`config.mk`:
```
export PLATFORM = sky130hd
export DESIGN_NAME = rom_state_machine
export DESIGN_NICKNAME = d
export VERILOG_FILES = /design/src/rtl/rom_fsm_pkg.sv /design/src/rtl/rom_fsm_mem.sv /design/src/rtl/rom_state_machine.sv
export SDC_FILE = /design/constraint.sdc
export NUM_CORES = 1
export LEC_CHECK = 0
export BUFFER_PORTS_ARGS = -buffer_cell sky130_fd_sc_hd__buf_2
export CAP_MARGIN = 40
export CORE_UTILIZATION = 45
export CTS_BUF_LIST = sky130_fd_sc_hd__clkbuf_4
export DETAILED_ROUTE_END_ITERATION = 6
export PLACE_DENSITY_LB_ADDON = 0.1
export SLEW_MARGIN = 30
export SYNTH_ARGS = -nofsm -noshare
export SYNTH_HDL_FRONTEND = slang
export SYNTH_SLANG_ARGS = --single-unit
```
`constraint.sdc`:
```
create_clock -name clk -period 3.8 [get_ports clk]
set_clock_uncertainty 0.15 [all_clocks]
set_input_delay 0.76 -clock clk [delete_from_list [all_inputs] [get_ports clk]]
set_output_delay 0.76 -clock clk [all_outputs]
set_load 0.01 [all_outputs]
```
`src/rtl/rom_fsm_pkg.sv`:
```
// rom_fsm_pkg: shared constants for the table-driven state machine.
//   DEF_S_W / DEF_X_W / DEF_Z_W : default state, input and output widths
//   MODE_MEALY / MODE_MOORE     : values for the MOORE parameter
//   DEF_TABLE                   : power-up contents of the default 8-entry table,
//                                 each word {next_state[1:0], out[0]}, address {state, x}
package rom_fsm_pkg;

    localparam int unsigned DEF_S_W = 2;
    localparam int unsigned DEF_X_W = 1;
    localparam int unsigned DEF_Z_W = 1;

    localparam int unsigned MODE_MEALY = 0;
    localparam int unsigned MODE_MOORE = 1;

    localparam int unsigned DEF_DEPTH  = 8;
    localparam int unsigned DEF_WORD_W = 3;

    localparam logic [DEF_WORD_W-1:0] DEF_TABLE [DEF_DEPTH] = '{
        3'b010, 3'b101, 3'b101, 3'b001,
        3'b001, 3'b010, 3'b000, 3'b000
    };

endpackage

```
`src/rtl/rom_fsm_mem.sv`:
```
// rom_fsm_mem: transition/output table with two asynchronous read ports and one
// synchronous write port. Contents power up to the package default table when the
// widths match the defaults, otherwise to all-zero.
//   clk_i      : write clock
//   we_i       : write strobe (caller gates it with reset)
//   waddr_i    : write address
//   wdata_i    : write word
//   raddr_a_i  : read address, port A (transition lookup)
//   rdata_a_o  : read word, port A
//   raddr_b_i  : read address, port B (Moore output lookup)
//   rdata_b_o  : read word, port B
module rom_fsm_mem
    import rom_fsm_pkg::*;
#(
    parameter int unsigned S_W = DEF_S_W,
    parameter int unsigned X_W = DEF_X_W,
    parameter int unsigned Z_W = DEF_Z_W
) (
    input  logic                 clk_i,
    input  logic                 we_i,
    input  logic [S_W+X_W-1:0]   waddr_i,
    input  logic [S_W+Z_W-1:0]   wdata_i,
    input  logic [S_W+X_W-1:0]   raddr_a_i,
    output logic [S_W+Z_W-1:0]   rdata_a_o,
    input  logic [S_W+X_W-1:0]   raddr_b_i,
    output logic [S_W+Z_W-1:0]   rdata_b_o
);

    localparam int unsigned A_W    = S_W + X_W;
    localparam int unsigned WORD_W = S_W + Z_W;
    localparam int unsigned DEPTH  = 1 << A_W;

    typedef logic [WORD_W-1:0] mem_t [DEPTH];

    function automatic mem_t init_mem();
        mem_t m;
        logic [2:0] idx;
        for (int unsigned i = 0; i < DEPTH; i++) begin
            m[i] = '0;
            if (S_W == DEF_S_W && X_W == DEF_X_W && Z_W == DEF_Z_W) begin
                idx  = 3'(i);
                m[i] = WORD_W'(DEF_TABLE[idx]);
            end
        end
        return m;
    endfunction

    // Declaration initialiser gives the power-up content; reset never touches it.
    logic [WORD_W-1:0] mem_q [DEPTH] = init_mem();

    always_ff @(posedge clk_i) begin
        if (we_i) begin
            mem_q[waddr_i] <= wdata_i;
        end
    end

    assign rdata_a_o = mem_q[raddr_a_i];
    assign rdata_b_o = mem_q[raddr_b_i];

endmodule

```
`src/rtl/rom_state_machine.sv`:
```
// rom_state_machine: table-driven Mealy/Moore state machine with a writable table.
//   clk        : clock, rising edge
//   rst_n      : synchronous active-low reset of state and z (table untouched)
//   en         : step enable
//   x          : machine input
//   prog_we    : table write strobe; freezes state and z for that edge
//   prog_addr  : table write address {state, x}
//   prog_wdata : table write word {next_state, out}
//   state      : current state register
//   z          : registered machine output
module rom_state_machine
    import rom_fsm_pkg::*;
#(
    parameter int unsigned S_W   = DEF_S_W,
    parameter int unsigned X_W   = DEF_X_W,
    parameter int unsigned Z_W   = DEF_Z_W,
    parameter int unsigned MOORE = MODE_MEALY
) (
    input  logic                 clk,
    input  logic                 rst_n,
    input  logic                 en,
    input  logic [X_W-1:0]       x,
    input  logic                 prog_we,
    input  logic [S_W+X_W-1:0]   prog_addr,
    input  logic [S_W+Z_W-1:0]   prog_wdata,
    output logic [S_W-1:0]       state,
    output logic [Z_W-1:0]       z
);

    localparam int unsigned A_W    = S_W + X_W;
    localparam int unsigned WORD_W = S_W + Z_W;

    logic [S_W-1:0]    state_q, state_d;
    logic [Z_W-1:0]    z_q, z_d;
    logic [A_W-1:0]    trans_addr, moore_addr;
    logic [WORD_W-1:0] trans_word, moore_word;
    logic [S_W-1:0]    next_state;
    logic              mem_we;

    // Writes are suppressed while reset is asserted.
    assign mem_we = prog_we & rst_n;

    rom_fsm_mem #(
        .S_W (S_W),
        .X_W (X_W),
        .Z_W (Z_W)
    ) u_mem (
        .clk_i     (clk),
        .we_i      (mem_we),
        .waddr_i   (prog_addr),
        .wdata_i   (prog_wdata),
        .raddr_a_i (trans_addr),
        .rdata_a_o (trans_word),
        .raddr_b_i (moore_addr),
        .rdata_b_o (moore_word)
    );

    always_comb begin
        trans_addr = {state_q, x};
        next_state = trans_word[WORD_W-1:Z_W];
        // Moore output is the out field of the entered state's x=0 entry.
        moore_addr = {next_state, {X_W{1'b0}}};
        state_d    = state_q;
        z_d        = z_q;
        if (!prog_we && en) begin
            state_d = next_state;
            z_d     = (MOORE == MODE_MOORE) ? moore_word[Z_W-1:0] : trans_word[Z_W-1:0];
        end
    end

    always_ff @(posedge clk) begin
        if (!rst_n) begin
            state_q <= '0;
            z_q     <= '0;
        end else begin
            state_q <= state_d;
            z_q     <= z_d;
        end
    end

    assign state = state_q;
    assign z     = z_q;

endmodule
```
* Word-level counts from Yosys, hierarchy flattened
Memory sizes are Yosys's and may differ from the RTL's. A register that Yosys moved wholly into a read port is not among the register bits.
Cells that the tools add are included.
** Operators by class
- Mux-type cells :: 2
- Bitwise operators :: 1
- Reduce and logical (&&, ||, !) cells :: 3
** Operator list (count)
- $logic_not 1->1 :: 2
- $mux 1 :: 2
- $and 1x1->1 :: 1
- $logic_and 1x1->1 :: 1
** Word-level totals
- Register bits :: 0
- Memory bits (writable) :: 24
- Input port bits :: 11
- Output and inout port bits :: 3
- Word-level logic and storage cells :: 7
- Memories kept :: 1
** Memories
- u_mem.mem_q :: words 8, width 3, rd ports 1, clocked after memory_dff 1, write ports 1, RTL line rom_fsm_mem.sv:49 : logic [WORD_W-1:0] mem_q [DEPTH] = init_mem();

* Logic depth before layout (Yosys ltp)
Gate-level depths: netlist of run 1.
- Word-level depth :: 3
- Mapped depth :: 4
- Gate-level depth less buffers :: 3

* Cells and area by module
From an unflattened synthesis of run 1, not the netlist that was laid out.
** Second synthesis, totals
- Cells, all modules :: 72
- Area, all modules :: 1322.5 um^2
** By module, submodules not included
- rom_fsm_mem :: times used 1, cells an instance 57, area an instance 1184.9 um^2, seq. area each 720.7 um^2
- rom_state_machine :: times used 1, cells an instance 15, area an instance 137.6 um^2, seq. area each 60.1 um^2

* Worst setup path before layout of run 1
Ideal clock, no wire load.
- Path type :: input to register
- From :: input x
- To :: register state_q[0] (netlist: state[0]), read port of u_mem.mem_q
- Library setup time :: 0.115 ns
- Arrival time :: 1.688 ns
- Data required time :: 3.535 ns
- Setup slack :: 1.846 ns
- Stages :: 4
- Buffers on the path :: 1
- Cell sequence :: buf_6 -> mux4_1 -> a21oi_1 -> and3b_1
** RTL lines
- start, declared :: RTL line rom_state_machine.sv:22 : input logic [X_W-1:0] x,
- end, declared :: RTL line rom_state_machine.sv:33 : logic [S_W-1:0] state_q, state_d;

* Worst setup path after layout of run 1
- From :: register state_q[0] (netlist: state[0]), read port of u_mem.mem_q
- To :: output state[0]
** RTL lines
- end, declared :: RTL line rom_state_machine.sv:26 : output logic [S_W-1:0] state,
No word-level cell between the ends.

==> results by group, run 1 <==
Status
  – Status: complete, no violations

Synthesis
  – Largest cells by area after synthesis: edfxtp_1 67%, mux4_1 15%, dfxtp_1 5.6%
  – EDFF count, synth: 24
  – Syn Area/Cell: about 19 µm²
  – Synth async-reset ratio: 0
  – Sequential area share after synthesis: 0.723
  – Library cell with the highest instance count after synthesis: edfxtp_1
  – Synth area leader: edfxtp_1
  – Area share of the largest cell type after synthesis: 0.667
  – Most common flop cell mapped by yosys: edfxtp_1
  – Number of synthesized register bits: 27
  – Synth cell types: 15
  – Post-synthesis net count: 68
  – Synthesis Warnings: 0
  – Synth Instances: between 50 and 60
  – Mapped Area: around 1100 µm²
  – Synth cell count leaders: 24 x edfxtp_1, 6 x mux4_1, 6 x nor2_1

Global routing
  – Grt met3 use: 0.0536
  – All-Layer GR Usage: 0.160
  – Routing usage on met2: 0.257
  – GR peak layer: met2
  – Global-route wire length before repair: 2.79 mm
  – GRT overflow: 0
  – Number of global-route vias before repair: 560
  – Met1 Use GR: 0.214
  – Initial antenna violation count: 0
  – Pin count of the biggest net entering global routing: 17

CTS
  – Clock Tree Root: clkbuf_4
  – Clock-pin slew on the worst setup and hold paths: 0.14 ns
  – Clock Path Buffers: 2
  – Worst-skew pair later-pin latency: 0.32 ns
  – CTS tree: done
  – Clk sinks: 27
  – CTS resizes: 0
  – Num CTS Buffers: 3
  – Hold bufs inserted after CTS: 0
  – Postcts setup bufs: 0
  – H-tree depth: 1

Critical path
  – CP top delay family: flip-flops
  – Slowest stage cell, crit path: dfxtp_1
  – CP max FO: 7
  – Crit end category: primary output
  – Slowest Stage Delay on Critical Path: 0.51 ns
  – Kind of critical path: reg -> out
  – Critical Path RT: 2.89 ns
  – Number of buffers and inverters on the critical path: 1
  – Critical Path Source Type: register
  – Critical Path AT: approximately 1.0 ns
  – Crit-path cells: buf_2

Placed design
  – Dpl cell area: 1170 µm²
  – Gp weighted congestion: 0.687
  – DPL Wire Length: 1.26 mm
  – IO Port Bufs: 13

Timing
  – Final Cycle Share: 0.507
  – Min Hold Slack: 0.443 ns
  – Worst Max-Slew Pin Slew: around 0.53 ns
  – Tmin final: between 1.5 and 2 ns
  – Max-slew violation total from the final report: 0
  – Setup Viol. Count Final: 0
  – Max-slew headroom: 0.646
  – FMAX: 519 MHz
  – RSZ-0062 raised after global routing: no
  – Final hold violations: 0
  – TNS Setup: 0 ns

Finish
  – Fraction of layout cells with a size suffix above 1: 0.233
  – Final instance area: 1200 µm²
  – Diode count: 0
  – FILL cells: 183
  – Syn-to-layout area delta: 11.0%
  – Nets: 85

Pwr
  – Power density cells: 409 nW/µm²
  – Leakage: approximately 0.41 nW
  – Peak supply drop: approximately 0.00037 V
  – Power Total: just under 500 µW

Route
  – Total number of vias: about 560
  – DR WL/cell: 17.6 µm
  – DRT Wirelength: 1.78 mm
  – Antenna Nets Post-Route: 0
  – Vias per Instance: 5.56
  – Drt drc: 0
  – DRT iter0 DRCs: 8
  – Router iterations before antenna repair: 4

Worst hold path
  – Hold WC Path Type: reg -> reg

Die
  – Die area: 2600 µm²
  – Core Area: 2230 µm²
  – # IOs: 14
  – Num rows: 17
  – Initial core utilization: 0.483
  – Die height: just over 50 µm
  – Width of the die: 51.0 µm

Flow run
  – Max Cap Violations: 0
==> logic make-up after synthesis <==
group | count (synthesis) | share of synthesized area
mux | 7 | 0.155
buf+inv | 1 | 0.0104
flops | 27 | 0.723
simple gates | 18 | 0.0927
compound gates | 4 | 0.0185
==> per-layer routing <==
metal	wire length (µm)	part of all wire
met2	839	0.47
met3	77	0.043
met1	851	0.48
met5	0	0
met4	10	0.0056
==> path summary, 6_finish.rpt <==
| kind | cells past startpoint | endpoint | start | slack [ns] |
|---|---|---|---|---|
| hold / removal | 2 | z | z | 0.44 |
| setup / recovery | 1 | state[0] | state[0] | 1.87 |
| setup reg to reg | 3 | state[1] | u_mem.mem_q[5][2] | 2.27 |
| hold reg to reg | 2 | z | z | 0.44 |
==> where the power goes <==
group          internal [mW]  switching [mW]  total (mW)
Sequential             0.330         0.00408       0.334
Combinational         0.0158          0.0167      0.0325
Clock                 0.0403          0.0838       0.124
Total                  0.386           0.105       0.490
==> metrics by stage <==
| stage | util | instances | setup slack (ns) |
|---|---|---|---|
| after floorplan | - | 57 | 1.85 |
| after global placement | 0.523 | 97 | 1.65 |
| after detailed placement | 0.523 | 97 | 1.65 |
| after CTS | 0.537 | 101 | 1.85 |
| after global routing | 0.537 | 101 | 1.80 |
| final | 0.537 | 101 | 1.87 |
==> sequential cells by signal, summed over array words and instances, names as in the netlist <==
name         count
state            2
z                1
u_mem.mem_q     24
==> layout make-up <==
cell class	instances	area, µm²	share of cell area
Multi-Input combinational cell	29	288	0.240
Clock inverter	1	7.51	0.00626
Timing Repair Buffer	13	65.1	0.0543
Tap cell	28	35.0	0.0292
Sequential cell	27	781	0.651
Clock buffer	3	22.5	0.0188
==> tightest hold or removal path, stage by stage, from the launching register on <==
cell     delay (ns)
dfxtp_1        0.34
o21ai_0        0.18
a21oi_1        0.05
==> cells in the final DEF, fill, tap and decap left out <==
cell / netlist / layout
mux2i_1: 1 / 1
clkinvlp_4: 0 / 1
buf_2: 0 / 13
nand3_1: 1 / 1
o21ai_0: 1 / 1
a21oi_1: 3 / 3
nand3b_1: 3 / 3
and3b_1: 2 / 2
nor3_1: 2 / 2
nor2b_1: 1 / 1
dfxtp_1: 3 / 3
clkbuf_4: 0 / 3
edfxtp_1: 24 / 24
nor2_1: 6 / 6
nand2_1: 1 / 1
mux4_1: 6 / 6
nand2b_1: 2 / 2
Note: power is estimated with default switching activity, not from simulation.
==> run 2: changes to the inputs <==
--- a/config.mk
+++ b/config.mk
@@ -5,6 +5,7 @@
 export SDC_FILE = /design/constraint.sdc
 export NUM_CORES = 1
 export LEC_CHECK = 0
+export ABC_AREA = 1
 export BUFFER_PORTS_ARGS = -buffer_cell sky130_fd_sc_hd__buf_2
 export CAP_MARGIN = 40
 export CORE_UTILIZATION = 45
==> constraint.sdc (replaced) <==
create_clock -name clk -period 1.8 [get_ports clk]
set_clock_uncertainty 0.15 [all_clocks]
set_input_delay 0.36 -clock clk [delete_from_list [all_inputs] [get_ports clk]]
set_output_delay 0.36 -clock clk [all_outputs]
set_load 0.01 [all_outputs]
==> run 2 against run 1 <==
  * Power is 120% higher
  * First-iteration DRC count grew to 3.6 times the previous value
  * Via count is 34% higher
  * Design area is 5.1% higher
  * Combinational power grew to 2.8 times the previous value
  * Synthesized area is 5.7% higher
  * Largest cell class unchanged
  * Non-clock buffer count stayed put
  * Highest routed layer unchanged
  * Critical endpoint unchanged
  * Hold slack worse by 0.29 ns
==> results by group, run 2 <==
Pwr
  – Int Pwr: 830 µW (+120%)
  – Net switching power: 240 µW (+130%)
  – Leakage: 0.504 nW (+22%)
  – Gate power share: 0.085 (+0.019)
  – Sw Share: 0.224 (+0.0108)
  – Clock share of power: 0.257 (+0.004)
  – Power Total: 1.07 mW (+120%)
  – Power density cells: 849 nW/µm² (+110%)
  – Peak supply drop: 0.000593 V (+60%)
  – Reg power frac: 0.659 (-0.022)

Timing
  – Final Cycle Share: 0.803
  – Final hold violations: 0 (unchanged)
  – RSZ-0062 raised after global routing: no
  – Setup Viol. Count Final: 0 (unchanged)
  – Max-slew violation total from the final report: 0 (unchanged)
  – Max-slew headroom: 0.813 (+0.166)
  – TNS Setup: 0 ns (unchanged)
  – FMAX: 692 MHz
  – Worst Max-Slew Pin Slew: 0.280 ns (-0.246 ns)
  – Tmin final: 1.45 ns
  – Min Hold Slack: 0.156 ns (-0.287 ns)

CTS
  – CTS resizes: 0 (unchanged)
  – Hold bufs inserted after CTS: 0 (unchanged)
  – Clock Tree Root: clkbuf_4
  – H-tree depth: 1 (unchanged)
  – Num CTS Buffers: 3 (unchanged)
  – Postcts setup bufs: 0 (unchanged)
  – Worst-skew pair later-pin latency: 0.32 ns (about the same)
  – Clock-pin slew on the worst setup and hold paths: 0.14 ns (about the same)
  – CTS tree: done
  – Clock Path Buffers: 2 (unchanged)
  – Clk sinks: 27 (unchanged)

Die
  – Width of the die: 52.4 µm (+2.7%)
  – Core Area: 2300 µm² (+2.9%)
  – Num rows: 17 (unchanged)
  – # IOs: 14 (unchanged)
  – Die area: 2740 µm² (+5.4%)
  – Initial core utilization: 0.497 (+0.0133)
  – Die height: 52.4 µm (+2.7%)

Critical path
  – Reg2reg end: state[1]
  – Critical Path AT: 0.94 ns (-0.08 ns)
  – R2R depth: 6 (+3)
  – CP top delay family: flip-flops
  – Kind of critical path: reg -> out
  – RR Startpoint: state[0]
  – Critical Path Source Type: register
  – Critical Path RT: 1.29 ns (-1.60 ns)
  – Crit-path cells: buf_2
  – Crit end category: primary output
  – CP max FO: 6 (-1)
  – Slowest stage cell, crit path: dfxtp_1
  – Number of buffers and inverters on the critical path: 1 (unchanged)
  – FF-to-FF setup slack: 0.59 ns (-1.68 ns)
  – Slowest Stage Delay on Critical Path: 0.45 ns (-0.06 ns)

Finish
  – Fraction of layout cells with a size suffix above 1: 0.183 (-0.0495)
  – Largest reg by FF count: u_mem.mem_q
  – FILL cells: 200 (+9.3%)
  – Most frequent cells in the layout: 30 x nand2_1, 24 x edfxtp_1, 16 x nand3_1
  – Nets: 132 (+55%)
  – Area of the multi-input gates: 312 µm² (+8.3%)
  – Final instance area: 1260 µm² (+5.1%)
  – Largest register FFs: 24 (unchanged)
  – Commonest non-fill, non-tap cell in the layout: nand2_1
  – Syn-to-layout area delta: 10.4%
  – Diode count: 0 (unchanged)
  – Register area: 781 µm² (unchanged)

Route
  – Vias per Instance: 5.09 (-8.6%)
  – Met3 WL: 74 µm (-3.9%)
  – DR top layer: met4
  – DR WL/cell: 13.9 µm (-21%)
  – Drt drc: 0 (unchanged)
  – Router iterations before antenna repair: 4 (unchanged)
  – Total number of vias: 753 (+34%)
  – Length of routed met2 wiring: 916 µm (+9.2%)
  – Antenna Nets Post-Route: 0 (unchanged)
  – Met1 Wirelength: 1.03 mm (+21%)
  – DRT Wirelength: 2.06 mm (+16%)
  – DRT iter0 DRCs: 29 (+21)

Synthesis
  – Number of synthesized register bits: 27 (unchanged)
  – Largest cells by area after synthesis: edfxtp_1 63%, nand2_1 9.9%, nand3_1 7.0%
  – EDFF count, synth: 24 (unchanged)
  – Synth area leader: edfxtp_1
  – Synth Instances: 104 (+82%)
  – Area share of the largest cell type after synthesis: 0.632 (-0.0359)
  – Synth cell count leaders: 30 x nand2_1, 24 x edfxtp_1, 16 x nand3_1
  – Sequential area share after synthesis: 0.684 (-0.0388)
  – Synth async-reset ratio: 0 (unchanged)
  – Most common flop cell mapped by yosys: edfxtp_1
  – Mapped Area: 1140 µm² (+5.7%)
  – Post-synthesis net count: 115 (+69%)
  – Syn Area/Cell: 11.0 µm² (-42%)
  – Synthesis Warnings: 0 (unchanged)
  – Library cell with the highest instance count after synthesis: nand2_1
  – Synth cell types: 18 (+3)

Global routing
  – Pin count of the biggest net entering global routing: 16 (-1)
  – Number of global-route vias before repair: 769 (+37%)
  – Initial antenna violation count: 0 (unchanged)
  – Global-route wire length before repair: 3.44 mm (+24%)
  – GRT overflow: 0 (unchanged)
  – All-Layer GR Usage: 0.183 (+0.0231)

Worst hold path
  – Hold_sp: rst_n
  – Hold WC Path Type: in -> reg
  – Hold path cells: 3 (+1)
  – Hold Path End: state[1]

Placed design
  – Gp weighted congestion: 0.699 (+1.8%)
  – IO Port Bufs: 13 (unchanged)
  – DPL Wire Length: 1.59 mm (+26%)
  – Dpl cell area: 1230 µm² (+5.2%)

Status
  – Status: complete, no violations

Flow run
  – Max Cap Violations: 0 (unchanged)
==> run 2: layout make-up <==
cell class                      instances  area share
Tap cell                               28      0.0278
Sequential cell                        27       0.620
Timing Repair Buffer                   13      0.0516
Clock buffer                            4      0.0238
Multi-Input combinational cell         66       0.247
Inverter                               10      0.0298
==> run 2: worst max-delay path by stage <==
stage / from / endpoint / cells past startpoint
6_report: state[0] / state[0] / 1
5_1_grt: state[0] / state[0] / 1
4_1_cts: state[0] / state[0] / 1
3_5_place_dp: prog_we / u_mem.mem_q[1][1] / 3
3_3_place_gp: prog_we / u_mem.mem_q[3][2] / 3
2_1_floorplan: prog_addr[0] / u_mem.mem_q[0][0] / 2
==> run 2: stage by stage <==
| stage | setup slack (ns) | util | instances |
|---|---|---|---|
| after floorplan | 0.598 | - | 104 |
| after global placement | 0.395 | 0.535 | 144 |
| after detailed placement | 0.333 | 0.535 | 144 |
| after CTS | 0.356 | 0.548 | 148 |
| after global routing | 0.295 | 0.548 | 148 |
| final | 0.354 | 0.548 | 148 |
==> run 2: cell families (layout without fill, tap and decap cells) <==
group	after synthesis	count (layout)	synth area share
simple gates	61	61	0.247
buf+inv	11	27	0.0428
compound gates	5	5	0.0263
flops	27	27	0.684
==> run 2: per-layer routing <==
metal	global-route usage	up-vias
li1	-	385
met1	0.240	335
met2	0.287	28
met3	0.0348	5
met4	0.0921	0
met5	0	-
==> run 2: power by group through the flow <==
stage,Clock (mW),Sequential (mW),Combinational [mW]
final,0.274,0.704,0.0905
after CTS,0.277,0.704,0.0918
after global placement,0,0.718,0.0911
after detailed placement,0,0.719,0.0915
after global routing,0.302,0.706,0.104
after floorplan,0,0.719,0.0517
